==> src/rtl/ex_mem_reg.sv <==
// EX/MEM pipeline register: carries EX results into MEM. It also holds the
// madd/msub partial product across EX stalls and counts the instructions that retire into MEM.
module ex_mem_reg #(
    parameter int DW  = 32,
    parameter int AW  = 5,
    parameter int CW  = 2,
    parameter int PCW = 32
) (
    input  logic            clk,
    input  logic            rst,
    input  logic            flush,
    input  logic            ex_stall,
    input  logic            mem_stall,
    input  logic            ex_valid,
    input  logic [AW-1:0]   ex_wd,
    input  logic            ex_wreg,
    input  logic [DW-1:0]   ex_wdata,
    input  logic            ex_whilo,
    input  logic [DW-1:0]   ex_hi,
    input  logic [DW-1:0]   ex_lo,
    input  logic [2*DW-1:0] ex_hilo_tmp,
    input  logic [CW-1:0]   ex_cnt,
    output logic            mem_valid,
    output logic [AW-1:0]   mem_wd,
    output logic            mem_wreg,
    output logic [DW-1:0]   mem_wdata,
    output logic            mem_whilo,
    output logic [DW-1:0]   mem_hi,
    output logic [DW-1:0]   mem_lo,
    output logic [2*DW-1:0] hilo_tmp_o,
    output logic [CW-1:0]   cnt_o,
    output logic [PCW-1:0]  instr_cnt
);

    logic            valid_q,    valid_d;
    logic [AW-1:0]   wd_q,       wd_d;
    logic            wreg_q,     wreg_d;
    logic [DW-1:0]   wdata_q,    wdata_d;
    logic            whilo_q,    whilo_d;
    logic [DW-1:0]   hi_q,       hi_d;
    logic [DW-1:0]   lo_q,       lo_d;
    logic [2*DW-1:0] hilo_tmp_q, hilo_tmp_d;
    logic [CW-1:0]   cnt_q,      cnt_d;
    logic [PCW-1:0]  icnt_q,     icnt_d;

    always_comb begin
        valid_d    = valid_q;
        wd_d       = wd_q;
        wreg_d     = wreg_q;
        wdata_d    = wdata_q;
        whilo_d    = whilo_q;
        hi_d       = hi_q;
        lo_d       = lo_q;
        hilo_tmp_d = hilo_tmp_q;
        cnt_d      = cnt_q;
        icnt_d     = icnt_q;

        if (flush) begin
            valid_d    = 1'b0;
            wd_d       = '0;
            wreg_d     = 1'b0;
            wdata_d    = '0;
            whilo_d    = 1'b0;
            hi_d       = '0;
            lo_d       = '0;
            hilo_tmp_d = '0;
            cnt_d      = '0;
        end else if (mem_stall) begin
            // Hold everything; an EX payload offered here (illegal ex_stall=0) is dropped.
        end else if (ex_stall) begin
            // Bubble must be all-zero since MEM/WB act on wreg/whilo directly.
            valid_d    = 1'b0;
            wd_d       = '0;
            wreg_d     = 1'b0;
            wdata_d    = '0;
            whilo_d    = 1'b0;
            hi_d       = '0;
            lo_d       = '0;
            hilo_tmp_d = ex_hilo_tmp;
            cnt_d      = ex_cnt;
        end else begin
            valid_d    = ex_valid;
            wd_d       = ex_wd;
            wreg_d     = ex_wreg;
            wdata_d    = ex_wdata;
            whilo_d    = ex_whilo;
            hi_d       = ex_hi;
            lo_d       = ex_lo;
            hilo_tmp_d = '0;
            cnt_d      = '0;
            if (ex_valid) begin
                icnt_d = icnt_q + PCW'(1);
            end
        end
    end

    always_ff @(posedge clk) begin
        if (rst) begin
            valid_q    <= 1'b0;
            wd_q       <= '0;
            wreg_q     <= 1'b0;
            wdata_q    <= '0;
            whilo_q    <= 1'b0;
            hi_q       <= '0;
            lo_q       <= '0;
            hilo_tmp_q <= '0;
            cnt_q      <= '0;
            icnt_q     <= '0;
        end else begin
            valid_q    <= valid_d;
            wd_q       <= wd_d;
            wreg_q     <= wreg_d;
            wdata_q    <= wdata_d;
            whilo_q    <= whilo_d;
            hi_q       <= hi_d;
            lo_q       <= lo_d;
            hilo_tmp_q <= hilo_tmp_d;
            cnt_q      <= cnt_d;
            icnt_q     <= icnt_d;
        end
    end

    assign mem_valid  = valid_q;
    assign mem_wd     = wd_q;
    assign mem_wreg   = wreg_q;
    assign mem_wdata  = wdata_q;
    assign mem_whilo  = whilo_q;
    assign mem_hi     = hi_q;
    assign mem_lo     = lo_q;
    assign hilo_tmp_o = hilo_tmp_q;
    assign cnt_o      = cnt_q;
    assign instr_cnt  = icnt_q;

endmodule

==> config.mk <==
export PLATFORM = sky130hd
export DESIGN_NAME = ex_mem_reg
export DESIGN_NICKNAME = d
export VERILOG_FILES = /design/src/rtl/ex_mem_reg.sv
export SDC_FILE = /design/constraint.sdc
export NUM_CORES = 1
export LEC_CHECK = 0
export ABC_CLOCK_PERIOD_IN_PS = 2400
export BUFFER_PORTS_ARGS = -buffer_cell sky130_fd_sc_hd__buf_2
export CORE_MARGIN = 4
export CORE_UTILIZATION = 35
export DETAILED_ROUTE_END_ITERATION = 6
export PLACE_DENSITY_LB_ADDON = 0.08
export SETUP_SLACK_MARGIN = 0.1
export SLEW_MARGIN = 20
export SYNTH_ARGS = -nofsm -noshare
export SYNTH_HDL_FRONTEND = slang
export SYNTH_SLANG_ARGS = --single-unit
==> constraint.sdc <==
create_clock -name clk -period 2.4 [get_ports clk]
set_input_delay 0.36 -clock clk [delete_from_list [all_inputs] [get_ports clk]]
set_output_delay 0.36 -clock clk [all_outputs]
set_load 0.02 [all_outputs]
=== Word level (Yosys, flattened, before mapping) ===
Index checks and enable logic that the tools add are counted.

* Bits in registers: 202
* Input port bits: 175
* Logic and storage cells: 25

* Add/sub/neg operators: 1
* Mux-type cells: 9
* Bitwise operators: 3
* Reductions and logical operators: 2

{| class="wikitable"
|+ Operators with widths
! cell !! count
|-
| $mux 32 || 3
|-
| $mux 64 || 1
|-
| $add 32x1->32 const B || 1
|-
| $mux 5 || 1
|-
| $reduce_and 4->1 || 1
|-
| $mux 1 || 3
|-
| $not 1->1 || 3
|-
| $mux 2 || 1
|-
| $reduce_or 2->1 || 1
|}

=== Depth between registers and ports, before layout ===
* Word-level depth: 2
* Depth in mapped cells: 7
* Gate-level depth less buffers: 5

=== Worst setup path before layout ===
OpenSTA, ideal clock, no wires.

* Path kind: flip-flop to flip-flop
* Start point: reg icnt_q[13] (netlist: instr_cnt[13])
* End point: reg icnt_q[31] (netlist: instr_cnt[31])
* Setup time: 0.070 ns
* Arrival time: 1.935 ns
* Data required time: 2.330 ns
* Setup slack: 0.396 ns
* Stages on the path, launching flop included: 6
* Path buffers: 1
* Period minus slack after synthesis: 2.004 ns
* Cells stage by stage: dfxtp_1 > nand4_2 > or4_1 > buf_2 > or4_1 > a21oi_1

* Word-level cells in the longest chain between the ends: 1

{| class="wikitable"
|+ Ends and longest elaborated chain
! item !! line !! RTL
|-
| from (decl) || 44 || <nowiki>logic [PCW-1:0] icnt_q, icnt_d;</nowiki>
|-
| from (signal assigned) || 119 || <nowiki>icnt_q <= icnt_d;</nowiki>
|-
| $add 32x1->32 || 92 || <nowiki>icnt_d = icnt_q + PCW'(1);</nowiki>
|}

Every way passes these cells.
A chain may end at the register's enable or synchronous reset.

=== Worst setup path in the final report ===
Same ends and word-level chain as after synthesis.

==> reports/qor.yml <==
worst_setup_path:
  setup.worst_path.end_class: "flop"
  cp_slowest_cell: "or4_4"
  crit_type: "reg2reg"
  critPathBufInv: 0
  worstReg2RegStart: "instr_cnt[13]"
  setup.worst_path.start_class: "flop"
  worstPathRequired_ps: 2820
  cp_max_fo: 18
  slowest_delay_ps: 650
  ff2ff_path_depth: 4
  path_cells: "nand4_2, or4_4, or4_1, a21oi_1"
  arrival_ps: 2420
  r2r-end: "instr_cnt[31]"
  crit_family: "simple AND/OR/NAND/NOR gates"
  reg2reg_setup_slack_ps: 400
floorplan:
  start_util: 0.358
  die_h_um: 150
  die_w_um: 150
  dieArea_um2: 22400
  fp.coreArea_um2: 19700
  row_count: 51
  num_io_pins: 377
timing:
  timing.final.crit_share: 0.833
  hold_viol_final: 0
  timing.final.ws_setup_ps: 401
  worst_pin_slew_ps: 958
  clock_skew_ps: 11.1
  max_slew_margin: 0.361
  grt_setup_unrepaired: "no"
  fin_setup_tns_ps: 0
  fmax_mhz: 500
  period_needed_ps: 2000
  setup_viol: 0
  drv_slew: 0
synth:
  syn_inst: 744
  syn_area_per_cell_um2: 9.46
  synth.net_count: 920
  yosys_warnings: 0
  yosysTopAreaCell: "dfxtp_1"
  synth_seq_cells: 202
  synthSimpleGateAreaFrac: 0.157
  synthMuxAreaShare: 0.00142
  synthXorXnorAreaFrac: 0.0124
  synth.distinct_cells: 29
  synth_fa_ha_area_frac: 0.00178
  synth_top_area_frac: 0.574
  synth_compound_area_frac: 0.214
  syn-cell-area_um2: 7040
  yosysSeqAreaShare: 0.574
  synth_area_leaders: "dfxtp_1 (57%), a22oi_1 (18%), nor2_1 (9.7%)"
  synth_top_family_by_area: "compound AO/OA/AOI/OAI gates"
power:
  peakVddDrop_uv: 486
  power_density_nw_per_um2: 738
  p_leak_nw: 4.50
  p_total_mw: 7.30
clock_tree:
  cts_setup_buffers: 0
  cts_root_buf: "clkbuf_16"
  clk_latency_ps: 490
  cts-resized-gates: 0
  cts_buffer_depth: 3
  ctsHoldBuffers: 0
  ctsHtreeMaxLevel: 1
  clkSinkCount: 202
  cts_tree: "done"
  numCtsBuffers: 23
  clk_pin_slew_ps: 60
final_layout:
  final_nets: 1267
  layout_common_cells: "buf_2 (375), dfxtp_1 (202), nor2_1 (181)"
  design_area_um2: 9890
  diodes: 0
  utilization: 0.503
  area_growth_pct: 40.4
  layout-drive-gt1-share: 0.389
  layout_commonest_cell: "buf_2"
drt:
  viasPerCell: 4.90
  drc: 0
  drt-total-wl_um: 23400
  drtIter0Drc: 352
  dr.pass1.iters: 4
  wl_per_cell_um: 17.1
  ant_nets: 0
  vias: 6709
placed_design:
  dpl-instance-area_um2: 9190
  pre_cts_ws_ps: 232
  portBuffers: 376
  hpwlAfterDp_um: 16100
  gp_congestion: 0.780
worst_hold_path:
  holdPathEnd: "mem_lo[9]"
  worst_hold_path_type: "in2reg"
  hold_depth: 3
  worstHoldStart: "ex_lo[9]"
grt:
  overflow: 0
  grt_max_degree: 175
  antenna_found_initial: 2
  grt_usage: 0.192
  grt_pass1_vias: 6439
  grt_pass1_wl_um: 35000
run_status:
  status: "completed"
flow_run:
  cap_violations: 0
[stage by stage]
stage               instances  hold WS, ps
floorplan                 744          504
global placement         1331          472
detailed placement       1331          469
CTS                      1370         74.7
global route             1370         77.7
finish                   1370         91.1
[state kept, by name, indices dropped and copies added (netlist names)]
signal      cells
cnt_o           2
hilo_tmp_o     64
instr_cnt      32
mem_hi         32
mem_lo         32
mem_valid       1
mem_wd          5
mem_wdata      32
mem_whilo       1
mem_wreg        1
[kinds of logic (layout without fill, tap and decap cells)]
logic type	Yosys count	in the layout
AND/OR/NAND/NOR	247	247
flip-flops	202	202
AO/OA/AOI/OAI	212	212
XOR/XNOR	10	10
adder cells (fa/ha/maj)	1	1
buffers and inverters	71	432
multiplexers	1	1
[Yosys cell counts]
library cell / instances
inv_1: 4
xor2_1: 8
nor4b_2: 1
nand2_1: 8
and4_2: 1
buf_1: 4
o21ai_0: 11
mux2i_1: 1
nand4_2: 1
clkbuf_1: 61
a22oi_1: 168
nand3_1: 11
and3_1: 3
nor3b_1: 2
dfxtp_1: 202
buf_6: 1
o31ai_1: 10
nor2b_1: 1
or3_2: 3
or3_1: 9
nand4_1: 8
buf_2: 1
and4_1: 4
nor2_1: 182
a21oi_1: 23
xnor2_1: 2
or4_1: 11
or2_2: 2
ha_1: 1
[per-layer routing]
metal,part of all wire,wire length (µm),vias to the layer above,global-route usage
met5,0.00056,13,-,0
met4,0.024,566,2,0.0572
met3,0.099,2320,46,0.0648
met2,0.48,11300,264,0.327
met1,0.39,9150,3033,0.230
li1,-,-,3364,-
[layout make-up]
type	count	area, µm²
tap	265	332
clock buffer	35	651
fill	1952	9770
multi-input combinational	471	2740
clock inverter	4	45.0
inverter	4	15.0
timing repair buffer	389	2060
sequential	202	4040
[worst min-delay path: stages]
cell	delay [ps]
buf_2	80
a22oi_1	50
nor2_1	70
[power breakdown]
group / leakage [nW] / internal [mW] / switching, mW
Clock: 0.341 / 1.96 / 1.31
Sequential: 1.63 / 3.41 / 0.0279
Combinational: 2.53 / 0.240 / 0.345
Total: 4.50 / 5.61 / 1.69
[worst max path at each step]
stage                                to  cells past startpoint          start
after floorplan           instr_cnt[31]                      5  instr_cnt[13]
after global placement    instr_cnt[31]                      4  instr_cnt[13]
after detailed placement  instr_cnt[31]                      4  instr_cnt[13]
after CTS                 instr_cnt[31]                      4  instr_cnt[13]
after global routing      instr_cnt[31]                      4  instr_cnt[13]
final                     instr_cnt[31]                      4  instr_cnt[13]
(Power assumes the default switching activity.)
